### src/rtl/irrigation_pkg.sv
// Shared state and zone-mode encodings for the irrigation zone sequencer.
// Optional pause input is selected by IRRIGATION_PAUSE_EN in the top module.
package irrigation_pkg;

    typedef enum logic [2:0] {
        ST_IDLE     = 3'd0,
        ST_SCAN     = 3'd1,
        ST_SPRINKLE = 3'd2,
        ST_DRIP     = 3'd3,
        ST_FLUSH    = 3'd4,
        ST_FAULT    = 3'd5
    } state_t;

    typedef enum logic [1:0] {
        MODE_NONE     = 2'b00,
        MODE_SPRINKLE = 2'b01,
        MODE_DRIP     = 2'b10,
        MODE_BOTH     = 2'b11
    } mode_t;

endpackage

### src/rtl/phase_timer.sv
// Loadable tick-driven down-counter; expire fires on the tick that consumes the last count.
module phase_timer #(
    parameter int unsigned TIMER_W = 16
) (
    input  logic               clock,
    input  logic               reset_n,
    input  logic               load,
    input  logic [TIMER_W-1:0] load_value,
    input  logic               tick,
    input  logic               hold,
    output logic               expire
);

    logic [TIMER_W-1:0] count;

    always_ff @(posedge clock or negedge reset_n) begin
        if (!reset_n) begin
            count <= '0;
        end else if (load) begin
            count <= load_value;
        end else if (tick && !hold && count != '0) begin
            count <= count - TIMER_W'(1);
        end
    end

    assign expire = tick && !hold && (count == TIMER_W'(1));

endmodule

### src/rtl/irrigation_zone_sequencer.sv
// Sweeps ZONES zones in order, running sprinkler/drip programmes followed by a flush.
// Define IRRIGATION_PAUSE_EN to add the pause input (freezes timer, closes valves).
module irrigation_zone_sequencer
    import irrigation_pkg::*;
#(
    parameter int unsigned ZONES          = 4,
    parameter int unsigned TIMER_W        = 16,
    parameter int unsigned SPRINKLE_TICKS = 600,
    parameter int unsigned DRIP_TICKS     = 1200,
    parameter int unsigned FLUSH_TICKS    = 60
) (
    input  logic               clock,
    input  logic               reset_n,
    input  logic               tick,
    input  logic               enable,
    input  logic [2*ZONES-1:0] zone_mode,
    input  logic               tank_low,
`ifdef IRRIGATION_PAUSE_EN
    input  logic               pause,
`endif
    output logic [2:0]         state,
    output logic [ZONES-1:0]   zone_sel,
    output logic               valve_sprinkle,
    output logic               valve_drip,
    output logic               valve_flush,
    output logic               done
);

    localparam int unsigned      PTR_W     = (ZONES > 1) ? $clog2(ZONES) : 1;
    localparam logic [PTR_W-1:0] LAST_ZONE = PTR_W'(ZONES - 1);

    state_t             state_q, state_d;
    logic [PTR_W-1:0]   ptr_q, ptr_d;
    mode_t              mode_q, mode_d;
    logic               done_q, done_d;
    logic               load;
    logic [TIMER_W-1:0] load_value;
    logic               expire;
    logic               in_phase;
    logic               paused;
    logic               pause_w;
    mode_t              scan_mode;

`ifdef IRRIGATION_PAUSE_EN
    assign pause_w = pause;
`else
    assign pause_w = 1'b0;
`endif

    assign in_phase  = (state_q == ST_SPRINKLE) || (state_q == ST_DRIP) || (state_q == ST_FLUSH);
    assign paused    = in_phase && pause_w;
    assign scan_mode = mode_t'(zone_mode[{ptr_q, 1'b0} +: 2]);

    phase_timer #(.TIMER_W(TIMER_W)) u_timer (
        .clock      (clock),
        .reset_n    (reset_n),
        .load       (load),
        .load_value (load_value),
        .tick       (tick),
        .hold       (paused || (state_q == ST_FAULT)),
        .expire     (expire)
    );

    always_ff @(posedge clock or negedge reset_n) begin
        if (!reset_n) begin
            state_q <= ST_IDLE;
            ptr_q   <= '0;
            mode_q  <= MODE_NONE;
            done_q  <= 1'b0;
        end else begin
            state_q <= state_d;
            ptr_q   <= ptr_d;
            mode_q  <= mode_d;
            done_q  <= done_d;
        end
    end

    always_comb begin
        state_d    = state_q;
        ptr_d      = ptr_q;
        mode_d     = mode_q;
        done_d     = 1'b0;
        load       = 1'b0;
        load_value = '0;
        case (state_q)
            ST_IDLE: begin
                if (enable) begin
                    state_d = ST_SCAN;
                    ptr_d   = '0;
                end
            end
            ST_SCAN: begin
                if (!enable) begin
                    state_d = ST_IDLE;
                    ptr_d   = '0;
                end else begin
                    mode_d = scan_mode;
                    case (scan_mode)
                        MODE_NONE: begin
                            if (ptr_q == LAST_ZONE) begin
                                state_d = ST_IDLE;
                                ptr_d   = '0;
                                done_d  = 1'b1;
                            end else begin
                                ptr_d = ptr_q + PTR_W'(1);
                            end
                        end
                        MODE_DRIP: begin
                            state_d    = ST_DRIP;
                            load       = 1'b1;
                            load_value = TIMER_W'(DRIP_TICKS);
                        end
                        default: begin
                            state_d    = ST_SPRINKLE;
                            load       = 1'b1;
                            load_value = TIMER_W'(SPRINKLE_TICKS);
                        end
                    endcase
                end
            end
            ST_SPRINKLE: begin
                // Supply fault outranks pause; pause outranks enable and expiry.
                if (tank_low) begin
                    state_d = ST_FAULT;
                end else if (!paused && (!enable || expire)) begin
                    load = 1'b1;
                    if (enable && mode_q == MODE_BOTH) begin
                        state_d    = ST_DRIP;
                        load_value = TIMER_W'(DRIP_TICKS);
                    end else begin
                        state_d    = ST_FLUSH;
                        load_value = TIMER_W'(FLUSH_TICKS);
                    end
                end
            end
            ST_DRIP: begin
                if (tank_low) begin
                    state_d = ST_FAULT;
                end else if (!paused && (!enable || expire)) begin
                    state_d    = ST_FLUSH;
                    load       = 1'b1;
                    load_value = TIMER_W'(FLUSH_TICKS);
                end
            end
            ST_FLUSH: begin
                if (expire) begin
                    if (ptr_q == LAST_ZONE || !enable) begin
                        state_d = ST_IDLE;
                        ptr_d   = '0;
                        done_d  = (ptr_q == LAST_ZONE) && enable;
                    end else begin
                        state_d = ST_SCAN;
                        ptr_d   = ptr_q + PTR_W'(1);
                    end
                end
            end
            ST_FAULT: begin
                if (!tank_low && !enable) begin
                    state_d = ST_IDLE;
                    ptr_d   = '0;
                end
            end
            default: begin
                state_d = ST_IDLE;
                ptr_d   = '0;
            end
        endcase
    end

    assign state          = state_q;
    assign zone_sel       = in_phase ? (ZONES'(1) << ptr_q) : '0;
    assign valve_sprinkle = (state_q == ST_SPRINKLE) && !pause_w;
    assign valve_drip     = (state_q == ST_DRIP) && !pause_w;
    assign valve_flush    = (state_q == ST_FLUSH) && !pause_w;
    assign done           = done_q;

endmodule

### config.mk
export PLATFORM = sky130hd
export DESIGN_NAME = irrigation_zone_sequencer
export DESIGN_NICKNAME = d
export VERILOG_FILES = /design/src/rtl/irrigation_pkg.sv /design/src/rtl/phase_timer.sv /design/src/rtl/irrigation_zone_sequencer.sv
export SDC_FILE = /design/constraint.sdc
export NUM_CORES = 1
export LEC_CHECK = 0
export CAP_MARGIN = 20
export CORE_MARGIN = 3
export CORE_UTILIZATION = 35
export CTS_CLUSTER_DIAMETER = 40
export DETAILED_ROUTE_END_ITERATION = 10
export MAX_ROUTING_LAYER = met4
export PLACE_DENSITY_LB_ADDON = 0.3
export SKIP_CTS_REPAIR_TIMING = 1
export SLEW_MARGIN = 20
export SYNTH_ARGS = -nofsm -noshare
export SYNTH_HDL_FRONTEND = slang
export SYNTH_SLANG_ARGS = --single-unit
### constraint.sdc
create_clock -name clock -period 3.6 [get_ports clock]
set_input_delay 0.9 -clock clock [delete_from_list [all_inputs] [get_ports clock]]
set_output_delay 0.9 -clock clock [all_outputs]
set_load 0.02 [all_outputs]
# ---- Word-level counts from Yosys, hierarchy flattened
# Cells that the tools add are included.
# W data, S select, Z words.
dict set report totals {
  reg_bits 24
  input_bits 13
  out_inout_bits 11
  elab_cells 90
}
dict set report classes {
  addsub 2
  n_eq_ne 16
  shift 2
  mux 43
  bitwise_logic 1
  reduce_logical 21
}
# operator n
set op_table {}
lappend op_table {{$mux W11} 4}
lappend op_table {{$pmux W11 S3} 1}
lappend op_table {{$mux W16} 2}
lappend op_table {{$mux W3} 10}
lappend op_table {{$pmux W11 S2} 1}
lappend op_table {{$pmux W3 S6} 1}
lappend op_table {{$eq A16 B1 Y1 const B} 1}
lappend op_table {{$reduce_bool A16 Y1} 1}
lappend op_table {{$sub A16 B1 Y16 const B} 1}
lappend op_table {{$mux W2} 7}
lappend op_table {{$mux W6} 2}
lappend op_table {{$mux W1} 10}
lappend op_table {{$pmux W2 S5} 1}
lappend op_table {{$shiftx A8 B4 Y2} 1}
lappend op_table {{$eq A2 B2 Y1 const B} 3}
lappend op_table {{$eq A3 B2 Y1 const B} 2}
lappend op_table {{$eq A3 B3 Y1 const B} 2}
lappend op_table {{$logic_and A1 B1 Y1} 6}
lappend op_table {{$ne A3 B2 Y1 const B} 2}
lappend op_table {{$pmux W3 S2} 1}
lappend op_table {{$reduce_and A6 Y1} 1}
lappend op_table {{$reduce_and A5 Y1} 1}
lappend op_table {{$logic_or A1 B1 Y1} 4}
lappend op_table {{$mux W4} 1}
lappend op_table {{15 further kinds} 19}

# ---- Depth between registers and ports, before layout
dict set report logic_depth {
  word_depth 9
  depth_mapped 8
  ltp_nobuf 7
}

# ---- Modules after synthesis
# From an unflattened synthesis, not the netlist that was laid out.
dict set report hier_totals {
  hier_cells 213
  area_unflattened_um2 1806.7
}
# module n_inst cells_each area_each_um2 seq_area_each_um2
set modules_own_cells {}
lappend modules_own_cells {phase_timer 1 129 1099.8 400.4}
lappend modules_own_cells {irrigation_zone_sequencer 1 84 706.9 200.2}

# ---- Worst setup path after synthesis
# OpenSTA, ideal clock, no wires.
dict set report synth_timing {
  path_type {reg2out}
  startpoint {register state_q[2], in the netlist state[2]}
  endpoint {output port zone_sel[0]}
  t_arrival_ps 1557
  required_time_ps 2700
  slack_ps 1143
  stages_incl_launch_ff 6
  path_buffers 1
  path_cell_list {dfrtp_1 clkbuf_1 nand3b_1 inv_1 nor2_1 nor2b_1}
}
dict set report synth_via {
  word_cells_on_any_way 6
  classes_between {3 x eq/ne; 1 x mux; 2 x reduce/logical}
}
# element line_no
set synth_lines {}
lappend synth_lines {{start, declared} irrigation_zone_sequencer.sv:32} ;# state_t state_q, state_d;
lappend synth_lines {{start signal, assigned} irrigation_zone_sequencer.sv:71} ;# state_q <= state_d;
lappend synth_lines {{$eq A3 B3 Y1} n/a}
lappend synth_lines {{named net valve_flush} irrigation_zone_sequencer.sv:25} ;# output logic valve_flush,
lappend synth_lines {{$logic_or A1 B1 Y1} irrigation_zone_sequencer.sv:50} ;# assign in_phase = (state_q == ST_SPRINKLE) || (state_q == ST_DRIP) || (state_q == ST_FLUSH);
lappend synth_lines {{$mux W4} irrigation_zone_sequencer.sv:171} ;# assign zone_sel = in_phase ? (ZONES'(1) << ptr_q) : '0;
lappend synth_lines {{end, declared} irrigation_zone_sequencer.sv:22} ;# output logic [ZONES-1:0] zone_sel,
# The timed path passes the listed nets, and every way through them passes these cells.

# ---- Final worst setup path
dict set report layout_timing {
  startpoint {register state_q[0], in the netlist state[0]}
  endpoint {output port zone_sel[1]}
}
dict set report layout_via {
  elab_chain_cells 4
  word_cells_on_any_way 6
  classes_between {3 x eq/ne; 1 x mux; 2 x reduce/logical}
}
# element line_no
set layout_rtl {}
lappend layout_rtl {{$eq A3 B2 Y1} irrigation_zone_sequencer.sv:50}
lappend layout_rtl {{$logic_or A1 B1 Y1} irrigation_zone_sequencer.sv:50}
lappend layout_rtl {{$logic_or A1 B1 Y1 (*)} irrigation_zone_sequencer.sv:50}
lappend layout_rtl {{$mux W4 (*)} irrigation_zone_sequencer.sv:171}
# Every way passes the cells marked *; elsewhere a longest branch is shown, timed or not.

==> metrics.md <==
| Metric | Value |
|---|---|
| Status | finished clean |
| CTS tree | yes |
| VDD IR max | 277 uV |
| HPWL after DPL | 3.14 mm |
| Syn avg cell area | 9.05 sq um |
| Final Skew | 0.00323 ns |
| DRC viols | 0 |
| Final nets | 240 |
| CORE AREA | 4850 sq um |
| Switch share | 44.8% |
| DRT antenna net count | 0 |
| Asr flop ratio synth | 100% |
| Share of cells above drive strength 1 | 11.0% |
| Final Non-Filler Cells | 286 |
| Syn Inst Count | 198 |
| ANT cells | 0 |
| Leakage | 0.837 nW |
| Crit Path Class | reg -> out |
| Initial antenna violation count | 0 |
| Seq/Total Area, Yosys | 33.5% |
| F_max | 333 MHz |
| DIE WIDTH | 77.6 um |
| Power Dens Cells | 715 nW/um^2 |
| Largest cells by area after synthesis | dfrtp_1, ha_1, nor2_1 |
| Slowest CP cell | dfrtp_1 |
| Clock root buffer | clkbuf_8 |
| Worst setup EP type | output port |
| Post-DR wirelength/cell | 14.4 um |
| Crit-path max FO | 11 |
| Final min period | 3.00 ns |
| Number of global-route vias before repair | 1,430 |
| Complex-gate fraction of the synthesized area | 15.8% |
| Final Max Tran Viols | 0 |
| Initial Util | 37.0% |
| Most frequent cell after synthesis | dfrtp_1 |
| RR Startpoint | u_timer.count[7] |
| Clock-pin slew on the worst setup and hold paths | 0.09 ns |
| Critical Path Max Stage Delay | 0.55 ns |
| FF-to-FF End | u_timer.count[2] |
| Worst-Skew Late Latency | 0.27 ns |
| DR vias | 1,541 |
| Die H | 77.6 um |
| Largest family of logic cells by synthesized area | simple AND/OR/NAND/NOR gates |
| Mux cell area share after synthesis | 4.26% |
| Sequential share of power | 34.8% |
| Startpoint of the worst hold path | mode_q[1] |
| First drt pass iteration count | 4 |
| CTS H-tree lvls | 1 |
| Placed Cells | 282 |
| Register bit count reported by yosys | 24 |
| First-pass GRT wire length | 7.09 mm |
| Fin util | 44.3% |
| Cell mode on critical path | inv_1 |
| Routed WL | 4.11 mm |
| PnR Total Power | 1.54 mW |
| Post-synth top area cell | dfrtp_1 |
| Adder-Cell Fraction of Synth Area | 4.89% |
| Class of the worst hold path | reg -> reg |
| Critical-path cell list | inv_1, nand3b_1, inv_1, nor2_1, nor2b_1, clkdlybuf4s50_1 |
| Net Sw Power | 0.687 mW |
| Setup TNS | 0 ns |
| Synth Area in XOR/XNOR | 4.89% |
| CTS Buf Count | 3 |
| Logic pwr share | 53.1% |
| Worst Tran Pin Value | 0.572 ns |
| CP arrival | 2.10 ns |
| Number of port buffers | 23 |
| Critical path data required time | 2.70 ns |
| Period Utilization, post-route | 83.4% |
| I/O pin count | 24 |
| Number of synthesized flops with an enable pin | 0 |
| Final setup fails | 0 |
| Ys Warns | 0 |
| GRT Residual Overflow | 0 |
| Die Area | 6010 sq um |
| Cell row count | 25 |
| Hold Slack | 0.490 ns |
| Max-slew headroom | 61.5% |
| GP Congestion | 0.860 |
| Buf+Inv Stages, Crit Path | 3 |
| RSZ-0062 raised after global routing | no |
| Crit path launch type | flop |
| Hold depth | 2 |
| GRT Util Overall | 14.6% |
| Internal power | 0.848 mW |
| Clock network fraction of total power | 12.1% |
| Hold EP | mode_q[1] |
| Largest net degree at the start of global routing | 25 |
| Delay-heaviest family, CP | buffers and inverters |
| Via density | 5.39 |
| Max-cap violations | 0 |
| Synthesized area | 1790 sq um |
| Syn-to-layout area delta | 19.8% |
| Top_reg_cell synth | dfrtp_1 |
| Synth unique cells | 58 |
| Final hold viol count | 0 |
| Sink Count | 24 |
| CTS max path bufs | 2 |
| R2r worst-path depth | 5 |
| Post-synth top area share | 33.5% |
| Reg2reg setup slack | 1.28 ns |
| Simple-gate share of the synthesized area | 32.7% |
| Initial DRC Count | 153 |
| Syn_nets | 218 |
| Post-synth top cells | dfrtp_1, nor2_1, nand2_1 |
worst max-delay path by stage:
stage | from | end | slack, ns | cells after the start
3_3_place_gp | enable | u_timer.count[2] | 0.56 | 5
3_5_place_dp | tank_low | u_timer.count[2] | 0.56 | 6
2_1_floorplan | state[2] | zone_sel[0] | 1.14 | 5
6_report | state[0] | zone_sel[1] | 0.60 | 6
5_1_grt | state[0] | zone_sel[1] | 0.45 | 6
4_1_cts | state[0] | zone_sel[3] | 0.59 | 6
flip-flops by register name, indices dropped and copies added, names as in the netlist:
register	flops
u_timer.count	16
ptr_q	2
done	1
state	3
mode_q	2
through the flow:
step | worst slack [ns] | instance area, sq um
2_1_floorplan | 1.14 | 1790
3_3_place_gp | 0.558 | 2090
3_5_place_dp | 0.564 | 2090
4_1_cts | 0.592 | 2150
5_1_grt | 0.450 | 2150
6_report | 0.598 | 2150
cell usage in the layout, fill, tap and decap left out, types with 4 or more instances in the layout:
cell	instances
nor4_1	4
clkbuf_8	4
nand4_1	5
a21oi_1	4
inv_1	9
xnor2_1	7
a211oi_1	4
nor3_1	5
o21ai_0	7
nand2b_1	4
dfrtp_1	24
nor2_1	23
ha_1	7
nand2_1	14
nand3_1	4
or3_1	4
nor2b_1	8
clkdlybuf4s50_1	23
worst min-delay path: stages, from the launching register on:
cell and delay (ns):
dfrtp_1 0.35, nand2_1 0.05, nand2_1 0.06
layout make-up:
class	instances	area (sq um)
clock buffers	4	55.1
fillers	487	2700
inverters	9	33.8
multi-input cells	156	1120
flip-flops and latches	24	601
well taps	67	83.8
repair buffers	26	253
metal layers:
layer,up-vias,GRT usage (%),part of all wire [%]
met5,-,-,0
met2,39,20.6,44
li1,768,-,-
met3,4,1.04,3.8
met4,0,4.27,1.3
met1,730,22.3,51
cells by family (layout without fill, tap and decap cells):
| group | after synthesis | in the layout |
|---|---|---|
| buf+inv | 18 | 39 |
| compound gates | 38 | 38 |
| mux | 5 | 5 |
| simple gates | 96 | 96 |
| flops | 24 | 24 |
| fa+ha+maj | 7 | 7 |
| xor+xnor | 10 | 10 |
power groups by stage:
stage          Combinational (mW)  Clock, mW  Sequential [mW]
2_1_floorplan               0.630          0            0.492
3_3_place_gp                0.809          0            0.538
3_5_place_dp                0.811          0            0.538
4_1_cts                     0.818      0.191            0.533
5_1_grt                     0.908      0.202            0.553
6_report                    0.815      0.186            0.534
(Power assumes the default switching activity.)
